**src/rtl/orao_tap_pkg.sv**
```systemverilog
// rtl/orao_tap_pkg.sv - shared TAP constants and recorder state type for the Orao tape path
package orao_tap_pkg;

    typedef enum logic [2:0] {
        IDLE,
        ARMED,
        RECORD,
        DRAIN,
        DONE
    } tap_rec_state_t;

    localparam logic [7:0] TAP_HI        = 8'h40;
    localparam logic [7:0] TAP_LO        = 8'h00;
    localparam int         TAP_LEVEL_BIT = 6;

    function automatic logic [7:0] tap_byte(input logic level);
        return level ? TAP_HI : TAP_LO;
    endfunction

endpackage

```
**src/rtl/orao_tap_fifo.sv**
```systemverilog
// rtl/orao_tap_fifo.sv - synchronous first-word-fall-through FIFO with registered full/empty flags
module orao_tap_fifo #(
    parameter int DEPTH = 16,
    parameter int WIDTH = 8
) (
    input  logic             clk,
    input  logic             rst_n,
    input  logic             push,
    input  logic [WIDTH-1:0] wr_data,
    input  logic             pop,
    output logic [WIDTH-1:0] rd_data,
    output logic             full,
    output logic             empty
);

    localparam int AW = $clog2(DEPTH);

    logic [WIDTH-1:0] mem [DEPTH];
    logic [AW-1:0]    wr_ptr;
    logic [AW-1:0]    rd_ptr;
    logic [AW:0]      count;
    logic [AW:0]      count_next;
    logic             do_pop;
    logic             do_push;

    // A write into a full FIFO is allowed when the head leaves in the same cycle.
    assign do_pop  = pop && !empty;
    assign do_push = push && (!full || do_pop);

    always_comb begin
        count_next = count;
        if (do_push && !do_pop)
            count_next = count + 1'b1;
        else if (!do_push && do_pop)
            count_next = count - 1'b1;
    end

    always_ff @(posedge clk or negedge rst_n) begin
        if (!rst_n) begin
            wr_ptr <= '0;
            rd_ptr <= '0;
            count  <= '0;
            full   <= 1'b0;
            empty  <= 1'b1;
        end else begin
            if (do_push)
                wr_ptr <= wr_ptr + 1'b1;
            if (do_pop)
                rd_ptr <= rd_ptr + 1'b1;
            count <= count_next;
            full  <= (count_next == (AW+1)'(DEPTH));
            empty <= (count_next == '0);
        end
    end

    always_ff @(posedge clk) begin
        if (do_push)
            mem[wr_ptr] <= wr_data;
    end

    assign rd_data = empty ? '0 : mem[rd_ptr];

endmodule

```
**src/rtl/orao_tap_recorder.sv**
```systemverilog
// rtl/orao_tap_recorder.sv - cassette line sampler producing a TAP byte stream; ORAO_TAPREC_AUTOSTOP_EN enables silence auto-stop
module orao_tap_recorder
    import orao_tap_pkg::*;
#(
    parameter int          SAMPLE_DIV   = 44,
    parameter int          FIFO_DEPTH   = 16,
    parameter logic [15:0] IDLE_SAMPLES = 16'd8192
) (
    input  logic        clk_sys,
    input  logic        reset_n,
    input  logic        ce_1m,
    input  logic        arm,
    input  logic        tape_in,
    output logic [7:0]  out_data,
    output logic        out_valid,
    input  logic        out_ready,
    output logic        recording,
    output logic        done,
    output logic        overflow,
    output logic [23:0] byte_count
);

    tap_rec_state_t state;
    logic           sync1;
    logic           lvl;
    logic           lvl_q;
    logic           arm_q;
    logic [7:0]     div;
    logic           lvl_edge;
    logic           arm_rise;
    logic           tick;
    logic           start;
    logic           push;
    logic           pop;
    logic           accept;
    logic           stop_silent;
    logic           fifo_full;
    logic           fifo_empty;

    assign lvl_edge = lvl ^ lvl_q;
    assign arm_rise = arm && !arm_q;
    assign tick     = (state == RECORD) && ce_1m && (div == 8'(SAMPLE_DIV - 1));
    assign start    = (state == ARMED) && arm && lvl_edge;
    assign push     = start || tick;
    assign pop      = out_valid && out_ready;
    assign accept   = push && (!fifo_full || pop);

`ifdef ORAO_TAPREC_AUTOSTOP_EN
    logic [15:0] silence;

    always_ff @(posedge clk_sys or negedge reset_n) begin
        if (!reset_n)
            silence <= '0;
        else if (lvl_edge)
            silence <= '0;
        else if (tick)
            silence <= silence + 16'd1;
    end

    // An edge coinciding with a tick restarts the silence window instead of extending it.
    assign stop_silent = tick && !lvl_edge && (silence + 16'd1 == IDLE_SAMPLES);
`else
    logic unused_idle;
    assign unused_idle = ^IDLE_SAMPLES;
    assign stop_silent = 1'b0;
`endif

    // arm_q resets high so an arm level held through reset is not mistaken for a new request.
    always_ff @(posedge clk_sys or negedge reset_n) begin
        if (!reset_n) begin
            sync1 <= 1'b0;
            lvl   <= 1'b0;
            lvl_q <= 1'b0;
            arm_q <= 1'b1;
        end else begin
            sync1 <= tape_in;
            lvl   <= sync1;
            lvl_q <= lvl;
            arm_q <= arm;
        end
    end

    always_ff @(posedge clk_sys or negedge reset_n) begin
        if (!reset_n) begin
            state      <= IDLE;
            recording  <= 1'b0;
            done       <= 1'b0;
            overflow   <= 1'b0;
            byte_count <= '0;
            div        <= '0;
        end else begin
            if (accept && byte_count != 24'hFFFFFF)
                byte_count <= byte_count + 24'd1;
            if (push && !accept)
                overflow <= 1'b1;

            case (state)
                IDLE: begin
                    if (arm_rise) begin
                        state      <= ARMED;
                        overflow   <= 1'b0;
                        byte_count <= '0;
                    end
                end
                ARMED: begin
                    if (!arm) begin
                        state <= IDLE;
                    end else if (lvl_edge) begin
                        state      <= RECORD;
                        recording  <= 1'b1;
                        div        <= '0;
                        byte_count <= {23'd0, accept};
                    end
                end
                RECORD: begin
                    if (ce_1m)
                        div <= (div == 8'(SAMPLE_DIV - 1)) ? 8'd0 : div + 8'd1;
                    if (!arm || stop_silent) begin
                        state     <= DRAIN;
                        recording <= 1'b0;
                        div       <= '0;
                    end
                end
                DRAIN: begin
                    if (fifo_empty) begin
                        state <= DONE;
                        done  <= 1'b1;
                    end
                end
                DONE: begin
                    if (arm_rise) begin
                        state      <= ARMED;
                        done       <= 1'b0;
                        overflow   <= 1'b0;
                        byte_count <= '0;
                    end
                end
                default: state <= IDLE;
            endcase
        end
    end

    orao_tap_fifo #(
        .DEPTH (FIFO_DEPTH),
        .WIDTH (8)
    ) u_fifo (
        .clk     (clk_sys),
        .rst_n   (reset_n),
        .push    (push),
        .wr_data (tap_byte(lvl)),
        .pop     (pop),
        .rd_data (out_data),
        .full    (fifo_full),
        .empty   (fifo_empty)
    );

    assign out_valid = !fifo_empty;

endmodule

```
**config.mk**
```make
export PLATFORM = sky130hd
export DESIGN_NAME = orao_tap_recorder
export DESIGN_NICKNAME = d
export VERILOG_FILES = /design/src/rtl/orao_tap_pkg.sv /design/src/rtl/orao_tap_fifo.sv /design/src/rtl/orao_tap_recorder.sv
export SDC_FILE = /design/constraint.sdc
export NUM_CORES = 1
export LEC_CHECK = 0
export ABC_AREA = 1
export CAP_MARGIN = 10
export CORE_ASPECT_RATIO = 1.2
export CORE_MARGIN = 1
export CORE_UTILIZATION = 59
export CTS_BUF_LIST = sky130_fd_sc_hd__clkbuf_4
export DETAILED_ROUTE_END_ITERATION = 10
export MAX_ROUTING_LAYER = met4
export PLACE_DENSITY = 0.88
export SYNTH_ARGS = -nofsm -noshare
export SYNTH_HDL_FRONTEND = slang
export SYNTH_SLANG_ARGS = --single-unit
export TNS_END_PERCENT = 1
```
**constraint.sdc**
```tcl
create_clock -name clk_sys -period 2.5 [get_ports clk_sys]
set_input_delay 0.5 -clock clk_sys [delete_from_list [all_inputs] [get_ports clk_sys]]
set_output_delay 0.5 -clock clk_sys [all_outputs]
set_load 0.01 [all_outputs]
```
==> flow_summary_export.csv <==
group,metric,value,unit
sta,hold_violations,0,
worst_setup_path,reg2reg_from,"byte_count[0]$_DFF_PN0_",
floorplan,dieArea,0.00702,mm²
detailed_routing,drt_iter0_markers,315,
clocking,cts_max_level,3,
worst_setup_path,required,2000,ps
detailed_routing,ant_nets,0,
worst_setup_path,endpoint_kind,"primary output",
placed_design,place_area,0.00438,mm²
power,p_leak,2.02,nW
yosys,synthFlopType,"dfrtp_1",
yosys,synth_area_per_cell,8.29,µm²
yosys,synthCells,476,
sta,clock.fmax,421,MHz
grt,grt-ovfl-total,0,
detailed_routing,vias,3404,
placed_design,dp_hpwl,6.11,mm
power,pwr_density_cell,839,mW/mm²
yosys,synth_cell_types,44,
power,clockPowerShare,0.222,
cells_and_area,syn_to_final_growth,15.8,%
power,seqPwrFrac,0.427,
yosys,async_reset_ff_frac,0.781,
sta,finClkSkew,16.8,ps
worst_setup_path,worst-r2r-cell-count,11,
cells_and_area,stdcell_area,0.00457,mm²
cells_and_area,fin_nets,541,
sta,fin_tns_setup,0,ps
grt,antenna_found_initial,0,
worst_setup_path,r2r_end,"byte_count[16]$_DFF_PN0_",
cells_and_area,drive_above_1_share,0.0960,
detailed_routing,drc,0,
floorplan,ios,42,
sta,setup_viol,0,
floorplan,rows,32,
clocking,clk_path_buf_depth,2,
power,vdd_drop_max,0.410,mV
sta,fin_crit,2370,ps
clocking,tritoncts,"yes",
grt,grt_pass1_vias,3404,
detailed_routing,routed_via_density,5.53,
yosys,ys_warn_count,0,
power,p_int,2.34,mW
floorplan,die_x,76.6,µm
worst_setup_path,r2r_slack,250,ps
grt,grt_max_degree,26,
power,power.switching,1.49,mW
sta,rsz0062_at_grt,"false",
sta,relSlewSlack,0.615,
run_status,status,"finished, final reports clean",
floorplan,design.core.area,0.00645,mm²
clocking,clock_sinks,73,
grt,grt_util_all_layers,0.282,
floorplan,initial_core_util,0.612,
detailed_routing,first_pass_iters,5,
sta,worst_pin_slew,577,ps
clocking,clock-root-buffer,"clkbuf_4",
flow_run,cap_viol_max_count,0,
worst_setup_path,worstPathArrival,1870,ps
placed_design,place_inst,597,
clocking,path_clk_slew,130,ps
worst_setup_path,worstPathMaxFanout,9,
clocking,clk_latency,440,ps
cells_and_area,n_antenna_cell,0,
floorplan,fp.dieH,91.6,µm
placed_design,numPortBuffers,34,
worst_setup_path,critPathLaunchType,"register",
detailed_routing,wl,8.58,mm
yosys,ys_seq_area_frac,0.484,
placed_design,finalWeightedCongestion,1.02,
power,p_sw_frac,0.390,
power,power,3.83,mW
yosys,ys_ff_latch,73,
yosys,synth_edf_count,16,
yosys,netlist_area,0.00395,mm²
sta,fin_crit_sh,0.950,
grt,grt_pass1_wl,15.2,mm
sta,slew_viol_final,0,
worst_hold_path,hold_class,"input port to async pin",
worst_setup_path,worstSetupPathType,"register to primary output",
power,power_frac_comb,0.351,
detailed_routing,wl_per_cell,13.9,µm
cells_and_area,stdcell_count,616,
clocking,cts_buffers,9,
synth_stat cells, types with 2 or more instances:
cell	instances	area, µm²
a211oi_1	2	15.0
a21oi_1	8	40.0
a31oi_1	5	31.3
and3_1	2	12.5
buf_4	7	52.6
clkbuf_1	3	11.3
clkinv_1	2	7.51
dfrtp_1	55	1380
dfstp_2	2	52.6
edfxtp_1	16	480
ha_1	9	113
inv_1	51	191
inv_2	3	11.3
nand2_1	103	387
nand2_2	2	12.5
nand3_1	20	100
nand3_2	2	20.0
nand4_1	13	81.3
nor2_1	81	304
nor2_2	3	18.8
nor3_1	13	65.1
o211ai_1	2	15.0
o21ai_0	20	100
o21ai_1	3	15.0
o221ai_1	3	26.3
o22ai_1	3	18.8
xor2_1	26	228
power groups by stage:
stage	registers, mW	logic (mW)	clock network [mW]
after global placement	1.65	1.24	0
after CTS	1.63	1.34	0.851
after detailed placement	1.65	1.30	0
after floorplan	1.60	0.925	0
after global routing	1.67	1.54	0.902
final	1.64	1.35	0.849
worst max-delay path, stage by stage (launching register included):
cell	delay (ps)
dfrtp_2	450
clkinv_2	150
o21ai_0	200
o22ai_1	100
o211ai_1	160
a21oi_1	90
dlygate4sd2_1	290
sequential cells by signal, indices dropped and copies added, names as in the netlist, 3 cells and up:
register and count:
u_fifo.rd_ptr 4, u_fifo.wr_ptr 4, byte_count 24, u_fifo.mem 16, u_fifo.count 5, div 8
state 3
cells in the final DEF (no fill, tap or decap), types with 13 or more instances in the layout:
master / instances
xor2_1: 26
nor3_1: 13
nand4_1: 13
nor2_1: 81
o21ai_0: 20
nand3_1: 20
clkdlybuf4s50_1: 32
edfxtp_1: 16
nand2_1: 103
inv_1: 50
dfrtp_1: 53
what timing repair did:
action	4_1_cts	5_1_grt
setup buffers	3	0
hold endpoints to repair	0	0
pin swaps	0	1
hold buffers	0	0
setup endpoints to repair	1	1
resized for setup	3	2
routing by layer:
metal,vias to the layer above,part of all wire,global-route usage
met5,-,0,-
met1,1596,0.42,0.331
met3,22,0.066,0.0513
met4,0,0.022,0.149
met2,145,0.49,0.460
li1,1641,-,-
kinds of logic (layout without fill, tap and decap cells):
group / count (synthesis) / after routing / share of synthesized area
AO/OA/AOI/OAI: 50 / 50 / 0.0768
buffers and inverters: 70 / 119 / 0.0787
other: 1 / 7 / 0.000951
adder cells (fa/ha/maj): 9 / 9 / 0.0285
AND/OR/NAND/NOR: 246 / 246 / 0.271
flip-flops: 73 / 73 / 0.484
XOR/XNOR: 27 / 27 / 0.0599
worst max path at each step:
stage	from	end	slack, ps	cells after the start
after floorplan	lvl$_DFF_PN0_	byte_count[18]$_DFF_PN0_	640	10
after global placement	arm	u_fifo.full$_DFF_PN0_	170	11
after detailed placement	arm	u_fifo.full$_DFF_PN0_	150	11
after CTS	u_fifo.rd_ptr[1]$_DFFE_PN0P_	out_data[6]	130	6
after global routing	u_fifo.rd_ptr[0]$_DFFE_PN0P_	out_data[6]	5	6
final	u_fifo.rd_ptr[0]$_DFFE_PN0P_	out_data[6]	130	6
stage by stage:
stage / hold WS [ps] / utilization / setup slack [ps]
6_report: 42.1 / 0.709 / 126
5_1_grt: 85.5 / 0.709 / 5.36
4_1_cts: 64.5 / 0.708 / 127
3_5_place_dp: 335 / 0.680 / 147
3_3_place_gp: 341 / 0.680 / 169
2_1_floorplan: 204 / - / 638
cell type report:
| cell class | count | area, µm² |
|---|---|---|
| inverters | 57 | 216 |
| clock inverters | 7 | 93.8 |
| flip-flops and latches | 73 | 1910 |
| clock buffers | 9 | 67.6 |
| repair buffers | 46 | 424 |
| fillers | 477 | 1880 |
| multi-input cells | 339 | 1750 |
| well taps | 85 | 106 |
Power figures use the tool's default switching activity.
